<file path="src/rtl/upsample_pkg.sv">
// Shared constants and types for the 2x bilinear upsampling core:
// tap weights, rounding, FSM encoding and output quadrant indices.
package upsample_pkg;

    localparam int W_NEAR = 9;
    localparam int W_SIDE = 3;
    localparam int W_FAR  = 1;
    localparam int RND    = 8;
    localparam int SHIFT  = 4;

    typedef enum logic {
        IDLE = 1'b0,
        EMIT = 1'b1
    } state_e;

    localparam logic [1:0] IDX_P00 = 2'd0;
    localparam logic [1:0] IDX_P01 = 2'd1;
    localparam logic [1:0] IDX_P10 = 2'd2;
    localparam logic [1:0] IDX_P11 = 2'd3;

    function automatic logic [1:0] next_idx(input logic [1:0] idx);
        return idx + 2'd1;
    endfunction

endpackage

</file>
<file path="src/rtl/bilinear_mac.sv">
// One combinational bilinear tap: 9*near + 3*(side_a+side_b) + far,
// rounded half-up and divided by 16 with an arithmetic shift.
module bilinear_mac
    import upsample_pkg::*;
#(
    parameter int LENGTH = 16,
    parameter int ACC_W  = LENGTH + 5
) (
    input  logic signed [LENGTH-1:0] near_i,
    input  logic signed [LENGTH-1:0] side_a_i,
    input  logic signed [LENGTH-1:0] side_b_i,
    input  logic signed [LENGTH-1:0] far_i,
    output logic signed [LENGTH-1:0] q_o
);

    localparam logic signed [ACC_W-1:0] K_NEAR = ACC_W'(W_NEAR);
    localparam logic signed [ACC_W-1:0] K_SIDE = ACC_W'(W_SIDE);
    localparam logic signed [ACC_W-1:0] K_FAR  = ACC_W'(W_FAR);
    localparam logic signed [ACC_W-1:0] K_RND  = ACC_W'(RND);

    logic signed [ACC_W-1:0] near_x;
    logic signed [ACC_W-1:0] side_a_x;
    logic signed [ACC_W-1:0] side_b_x;
    logic signed [ACC_W-1:0] far_x;
    logic signed [ACC_W-1:0] acc;
    logic signed [ACC_W-1:0] rnd;

    assign near_x   = {{(ACC_W-LENGTH){near_i[LENGTH-1]}},   near_i};
    assign side_a_x = {{(ACC_W-LENGTH){side_a_i[LENGTH-1]}}, side_a_i};
    assign side_b_x = {{(ACC_W-LENGTH){side_b_i[LENGTH-1]}}, side_b_i};
    assign far_x    = {{(ACC_W-LENGTH){far_i[LENGTH-1]}},    far_i};

    assign acc = K_NEAR * near_x + K_SIDE * (side_a_x + side_b_x) + K_FAR * far_x;
    assign rnd = (acc + K_RND) >>> SHIFT;

    // Weights sum to 16, so the rounded result always fits back in LENGTH bits.
    assign q_o = rnd[LENGTH-1:0];

    logic unused_rnd_hi;
    assign unused_rnd_hi = ^rnd[ACC_W-1:LENGTH];

endmodule

</file>
<file path="src/rtl/upsample_bilinear_core.sv">
// Accepts a 2x2 pixel window, computes its four 2x bilinear upsampled pixels
// at once, then streams them out one per beat on a valid/ready interface.
module upsample_bilinear_core
    import upsample_pkg::*;
#(
    parameter int LENGTH = 16,
    parameter int ACC_W  = LENGTH + 5
) (
    input  logic              clk,
    input  logic              rst,
    input  logic              in_valid,
    output logic              in_ready,
    input  logic [LENGTH-1:0] p00,
    input  logic [LENGTH-1:0] p01,
    input  logic [LENGTH-1:0] p10,
    input  logic [LENGTH-1:0] p11,
    output logic              out_valid,
    input  logic              out_ready,
    output logic [LENGTH-1:0] out_data,
    output logic [1:0]        out_idx,
    output logic              out_last,
    output state_e            dbg_state
);

    // Handshake: a transfer happens on a rising edge where valid && ready;
    // the producer holds data stable while valid && !ready.

    state_e            state_q;
    logic [1:0]        beat_q;
    logic [1:0]        beat_d;
    logic [LENGTH-1:0] res_q [4];
    logic [LENGTH-1:0] q_d   [4];
    logic              out_valid_q;
    logic [LENGTH-1:0] out_data_q;
    logic [1:0]        out_idx_q;
    logic              out_last_q;

    logic in_accept;
    logic out_fire;
    logic last_fire;

    bilinear_mac #(.LENGTH(LENGTH), .ACC_W(ACC_W)) u_mac_q0 (
        .near_i(p00), .side_a_i(p01), .side_b_i(p10), .far_i(p11), .q_o(q_d[0])
    );
    bilinear_mac #(.LENGTH(LENGTH), .ACC_W(ACC_W)) u_mac_q1 (
        .near_i(p01), .side_a_i(p00), .side_b_i(p11), .far_i(p10), .q_o(q_d[1])
    );
    bilinear_mac #(.LENGTH(LENGTH), .ACC_W(ACC_W)) u_mac_q2 (
        .near_i(p10), .side_a_i(p00), .side_b_i(p11), .far_i(p01), .q_o(q_d[2])
    );
    bilinear_mac #(.LENGTH(LENGTH), .ACC_W(ACC_W)) u_mac_q3 (
        .near_i(p11), .side_a_i(p01), .side_b_i(p10), .far_i(p00), .q_o(q_d[3])
    );

    assign out_fire  = out_valid_q && out_ready;
    assign last_fire = out_fire && (beat_q == IDX_P11);
    // Ready on the final accepted beat lets the next window follow with no bubble.
    assign in_ready  = (state_q == IDLE) || last_fire;
    assign in_accept = in_valid && in_ready;
    assign beat_d    = next_idx(beat_q);

    always_ff @(posedge clk or posedge rst) begin
        if (rst) begin
            state_q     <= IDLE;
            beat_q      <= IDX_P00;
            out_valid_q <= 1'b0;
            out_data_q  <= '0;
            out_idx_q   <= IDX_P00;
            out_last_q  <= 1'b0;
            for (int i = 0; i < 4; i++) begin
                res_q[i] <= '0;
            end
        end else if (in_accept) begin
            state_q     <= EMIT;
            beat_q      <= IDX_P00;
            out_valid_q <= 1'b1;
            out_data_q  <= q_d[0];
            out_idx_q   <= IDX_P00;
            out_last_q  <= 1'b0;
            for (int i = 0; i < 4; i++) begin
                res_q[i] <= q_d[i];
            end
        end else if (out_fire) begin
            if (beat_q == IDX_P11) begin
                state_q     <= IDLE;
                out_valid_q <= 1'b0;
                out_last_q  <= 1'b0;
            end else begin
                beat_q     <= beat_d;
                out_data_q <= res_q[beat_d];
                out_idx_q  <= beat_d;
                out_last_q <= (beat_d == IDX_P11);
            end
        end
    end

    assign out_valid = out_valid_q;
    assign out_data  = out_data_q;
    assign out_idx   = out_idx_q;
    assign out_last  = out_last_q;
    assign dbg_state = state_q;

endmodule

</file>
<file path="config.mk">
export PLATFORM = sky130hd
export DESIGN_NAME = upsample_bilinear_core
export DESIGN_NICKNAME = d
export VERILOG_FILES = /design/src/rtl/upsample_pkg.sv /design/src/rtl/bilinear_mac.sv /design/src/rtl/upsample_bilinear_core.sv
export SDC_FILE = /design/constraint.sdc
export NUM_CORES = 1
export LEC_CHECK = 0
export BUFFER_PORTS_ARGS = -buffer_cell sky130_fd_sc_hd__buf_2
export CAP_MARGIN = 10
export CORE_AREA = 3 3 182 184
export CTS_CLUSTER_SIZE = 14
export DETAILED_ROUTE_END_ITERATION = 12
export DIE_AREA = 0 0 185 187
export PLACE_DENSITY = 0.75
export SKIP_CTS_REPAIR_TIMING = 1
export SLEW_MARGIN = 30
export SYNTH_ARGS = -nofsm -noshare
export SYNTH_HDL_FRONTEND = slang
export SYNTH_SLANG_ARGS = --single-unit
export TNS_END_PERCENT = 50
</file>
<file path="constraint.sdc">
create_clock -name clk -period 2.7 [get_ports clk]
set_input_delay 0 -clock clk [delete_from_list [all_inputs] [get_ports clk]]
set_output_delay 0 -clock clk [all_outputs]
set_load 0.005 [all_outputs]
</file>
Word-level counts from Yosys, hierarchy flattened

Index checks and enable logic that the tools add are counted.

$mul: 6
Equal/unequal tests: 3
$add $sub $neg: 15
Reduce and logical (&&, ||, !) cells: 8
Magnitude comparators: 1
Muxes and demuxes: 15
Bitwise operators: 2

Operators by type and width:

| cell                                                                | number |
|---|---|
| 20-bit by 16-bit adder with 20-bit output                           | 4 |
| 20-bit adder                                                        | 4 |
| 20-bit by 5-bit adder with 20-bit output, second input constant     | 4 |
| 5-bit by 16-bit multiplier with 20-bit output, first input constant | 4 |
| 16-bit 2-to-1 mux                                                   | 5 |
| 3-bit by 21-bit multiplier with 20-bit output, first input constant | 2 |
| 16-bit by 16-bit adder with 17-bit output                           | 2 |
| 16-bit binary-select mux with 2-bit select                          | 1 |
| 1-bit 2-to-1 mux                                                    | 6 |
| 2-bit 2-to-1 mux                                                    | 3 |
| 2-bit == test, second input constant                                | 2 |
| 2-bit AND reduction                                                 | 2 |
| 2-bit nonzero test                                                  | 2 |
| 3-bit >= comparator, second input constant                          | 1 |
| 1-bit logical AND                                                   | 3 |
| 2-bit NOT with 3-bit output                                         | 1 |
| 2-bit by 1-bit adder with 2-bit output, second input constant       | 1 |
| 2-bit inequality test, second input constant                        | 1 |
| 1-bit logical OR                                                    | 1 |
| 1-bit NOT                                                           | 1 |

Output and inout bits: 22
Bits in registers: 84
Input bits: 68
Word-level logic and storage cells: 58

Longest topological paths before layout

Depth after elaboration: 8
Gate-level depth with buffers: 33

Hierarchy

Synthesis repeated with hierarchy kept, for this count alone.

Cell total of the unflattened synthesis: 2,036
Area total of the unflattened synthesis: 19,098.3 um^2

By module, submodules not included:

| module                   | area each (um^2) | times used | cells an instance |
|---|---|---|---|
| bilinear_mac at u_mac_q0 | 3,903.7          | 1          | 458 |
| bilinear_mac at u_mac_q1 | 3,883.7          | 1          | 465 |
| bilinear_mac at u_mac_q3 | 3,822.4          | 1          | 450 |
| bilinear_mac at u_mac_q2 | 3,773.6          | 1          | 430 |
| upsample_bilinear_core   | 3,714.8          | 1          | 233 |

Worst setup path before layout

OpenSTA, ideal clock, no wires.

Path kind: input-to-reg
From: input port p01[0]
To: register out_data_q[15] (netlist: out_data[15])
Required time: 2.578 ns
Arrival: 6.515 ns
Buffers on the path: 0
Setup slack: -3.937 ns
Cell stages on the path: 33
Cell sequence: ha_1 -> inv_1 -> fa_1 -> nor2b_4 -> o31a_1 -> o21a_1 -> a41oi_2 -> or2b_1 -> a21oi_1 -> xnor2_1 -> ha_1 -> ha_1 -> and2_1 -> nand2_1 -> nand2_1 -> a41oi_1 -> a21oi_1 -> xor2_1 -> ha_1 -> ha_1 -> fa_1 -> inv_1 -> fa_1 -> inv_1 -> ha_1 -> a21o_1 -> a21o_1 -> a22o_1 -> a31o_2 -> a311oi_1 -> xnor3_1 -> nand2_1 -> a21oi_1

Longest elaborated chain between the ends: 6

RTL lines:

| what                                          | RTL line                     | RTL |
|---|---|---|
| start, declared                               | upsample_bilinear_core.sv:14 | `input logic [LENGTH-1:0] p01,` |
| 16-bit by 16-bit adder with 17-bit output     | bilinear_mac.sv:33           | `assign acc = K_NEAR * near_x + K_SIDE * (side_a_x + side_b_x) + K_FAR * far_x;` |
| 3-bit by 21-bit multiplier with 20-bit output | bilinear_mac.sv:33           |  |
| 20-bit adder                                  | bilinear_mac.sv:33           |  |
| 20-bit by 16-bit adder with 20-bit output     | bilinear_mac.sv:33           |  |
| 20-bit by 5-bit adder with 20-bit output      | bilinear_mac.sv:34           | `assign rnd = (acc + K_RND) >>> SHIFT;` |
| 16-bit 2-to-1 mux                             | upsample_bilinear_core.sv:73 | `end else if (in_accept) begin` |
| end signal, assigned                          | upsample_bilinear_core.sv:77 | `out_data_q <= q_d[0];` |
| end signal, assigned                          | upsample_bilinear_core.sv:90 | `out_data_q <= res_q[beat_d];` |
| end, declared                                 | upsample_bilinear_core.sv:34 | `logic [LENGTH-1:0] out_data_q;` |

Every way passes these cells.
A chain may end at the register's enable or synchronous reset.

Worst setup path in the final report

From: input port p01[1]
To: register out_data_q[15] (netlist: out_data[15])

The elaborated chain is that of the path after synthesis.

==> results.cfg <==
[route]
drtAntennaViolNets = 0
drt-initial-drc-count = 870
drc = 0
wl_per_cell_um = 19.3
wl_mm = 51.2
first_pass_iters = 7
viasPerCell = 5.54
via_count = 14700

[sta]
hold_viol = 0
setup_ws_ns = -3.95
post-route-period-util = 2.46
min_period_ns = 6.65
grt_setup_unrepaired = true
worst_slew_pin_slew_ns = 0.475
skew_ns = 0.0122
fmax_ghz = 0.150
finalMaxSlewViolations = 0
slew_headroom = 0.675
setup_viol = 80

[die]
die_y_um = 187
core_sq_um = 31600
fp-row-count = 65
die_area_sq_um = 34600
ioPinCount = 90
die_w_um = 185
start_util = 0.502

[yosys]
synth_edf_count = 0
synth_flop_cell = dfrtp_1
synth_fp_nets = 2309
ys_ff_latch = 84
yosys.area.top_type = ha_1
avgSynthCellArea_sq_um = 9.13
synth.area.top_cells = ha_1 (29%), fa_1 (17%), dfrtp_1 (13%), inv_1 (8.3%), xnor2_1 (4.9%)
seq_area_frac_synth = 0.133
yosys_warnings = 0
syn_area_sq_um = 15800
synth.top_cell.area_share = 0.294
async_reset_ff_frac = 1.00
synthCells = 1733
synth_cell_types = 71

[setup_path]
arrival_ns = 6.89
critPathLaunch = p01[1]
worstPathRequired_ns = 2.93
slowest_stage = fa_1
worstSetupPathType = in2reg
timing.rr.start = out_idx[0]
endpoint_kind = register
endpoint = out_data[15]
critPathMaxFanout = 3
r2r_cells = 8
startpoint_type = input port
rrSetupSlack_ns = 0.71
max_stage_delay_ns = 0.48
rr_endpoint = res_q[46]
cp_common_cell = ha_1

[global_route]
grt_max_degree = 85
grt_pass1_wl_mm = 69.8
antenna_found_initial = 1
overflow = 0
grt_use_total = 0.249
grt_pass1_vias = 14600

[min_path]
hp-class = in2reg

[placed_design]
portBuffers = 89
gp_congestion = 0.929
dp_hpwl_mm = 37.0
placed_cells = 2589

[clocking]
cts_root_buf = clkbuf_16
clk_pin_slew_worst_paths_ns = 0.06
clk_path_buf_depth = 2
cts_sinks = 84
numCtsBuffers = 9
worstSkewPairLatency_ns = 0.35
cts_tree = done
cts-htree-levels = 3

[flow_run]
drv_cap = 0

[finish]
nNetsFinal = 2821
drive_above_1_share = 0.394
post-route-util = 0.719
area_growth_pct = 43.3
stdcell_count = 2653

[outcome]
violations = negative setup slack
status = complete, but fails checks
cell usage after synthesis, types with 10 or more instances:
| cell type | n |
|---|---|
| dfrtp_1 | 84 |
| clkbuf_1 | 19 |
| nand3_1 | 18 |
| xor2_1 | 37 |
| fa_1 | 136 |
| nand2b_1 | 10 |
| a211oi_1 | 11 |
| a21o_1 | 37 |
| o21bai_1 | 10 |
| mux4_2 | 16 |
| nand2_1 | 148 |
| a21oi_1 | 79 |
| xnor2_1 | 89 |
| nor2_1 | 70 |
| o21ai_0 | 75 |
| nor2b_1 | 21 |
| nor3_1 | 19 |
| o21a_1 | 18 |
| inv_1 | 349 |
| ha_1 | 372 |
state kept, by name, summed over array words and instances (netlist names):
name / count
out_data: 16
res_q: 64
out_valid: 1
out_idx: 2
out_last: 1
layer usage:
metal  track usage  share of wire  up-vias
li1              -              -     6764
met1         0.329           0.40     7188
met2         0.423           0.49      541
met3        0.0305          0.056      194
met4        0.0860          0.056        0
met5             0              0        -
through the flow:
stage / hold WS [ns] / worst slack (ns) / TNS, ns / area, sq um
2_1_floorplan: 0.108 / -3.44 / -197.87 / 16500
3_3_place_gp: 0.128 / -4.10 / -261.73 / 20300
3_5_place_dp: 0.129 / -4.20 / -271.73 / 20300
4_1_cts: -0.235 / -3.82 / -244.28 / 20600
5_1_grt: 0.0774 / -4.16 / -258.48 / 22700
6_report: 0.0452 / -3.95 / -242.36 / 22700
cell families (layout without fill, tap and decap cells):
logic type | count (synthesis) | count (layout) | share of synthesized area
flip-flops | 84 | 84 | 0.133
other | 0 | 1 | 0
XOR/XNOR | 130 | 130 | 0.0754
adder cells (fa/ha/maj) | 508 | 508 | 0.466
AND/OR/NAND/NOR | 324 | 324 | 0.0921
buffers and inverters | 374 | 891 | 0.0890
multiplexers | 19 | 19 | 0.0247
AO/OA/AOI/OAI | 294 | 294 | 0.120
worst min-delay path by stage:
stage	to	depth (start not counted)	slack [ns]	start
4_1_cts	out_data[0]	3	-0.24	rst
5_1_grt	out_last	3	0.08	out_ready
3_5_place_dp	out_data[0]	3	0.13	rst
6_report	out_last	3	0.05	out_ready
2_1_floorplan	out_valid	1	0.11	in_valid
3_3_place_gp	out_data[0]	3	0.13	rst
cell type report:
cell class	count	area, sq um
clock buffers	11	243
well taps	402	503
inverters	350	1320
flip-flops and latches	84	2100
diodes	1	2.50
repair buffers	525	3860
fillers	1994	8870
clock inverters	5	35.0
multi-input cells	1275	14600
placed cells by master (no fill, tap or decap), types with 19 or more instances in the layout:
cell type,Yosys,final
buf_6,0,20
xor2_1,37,29
dfrtp_1,84,84
ha_4,0,76
xnor2_2,0,27
a21o_1,37,36
fa_1,136,132
nand2_1,148,133
o21ai_2,1,22
xnor2_1,89,58
o21ai_1,3,27
nor2b_1,21,19
inv_1,349,322
nor2_1,70,52
a21oi_2,1,30
buf_2,1,82
o21ai_0,75,25
ha_1,372,291
a21oi_1,79,40
buf_4,1,417
inv_2,0,26
critical path: cells and delay by family:
family,cells,cell delay [ns]
compound gates,15,2.93
buf+inv,4,0.36
fa+ha+maj,8,2.64
xor+xnor,3,0.76
simple gates,2,0.18
Power is not shown: default switching activity piles up to over one toggle a cycle in this logic, so the estimate is an artifact.
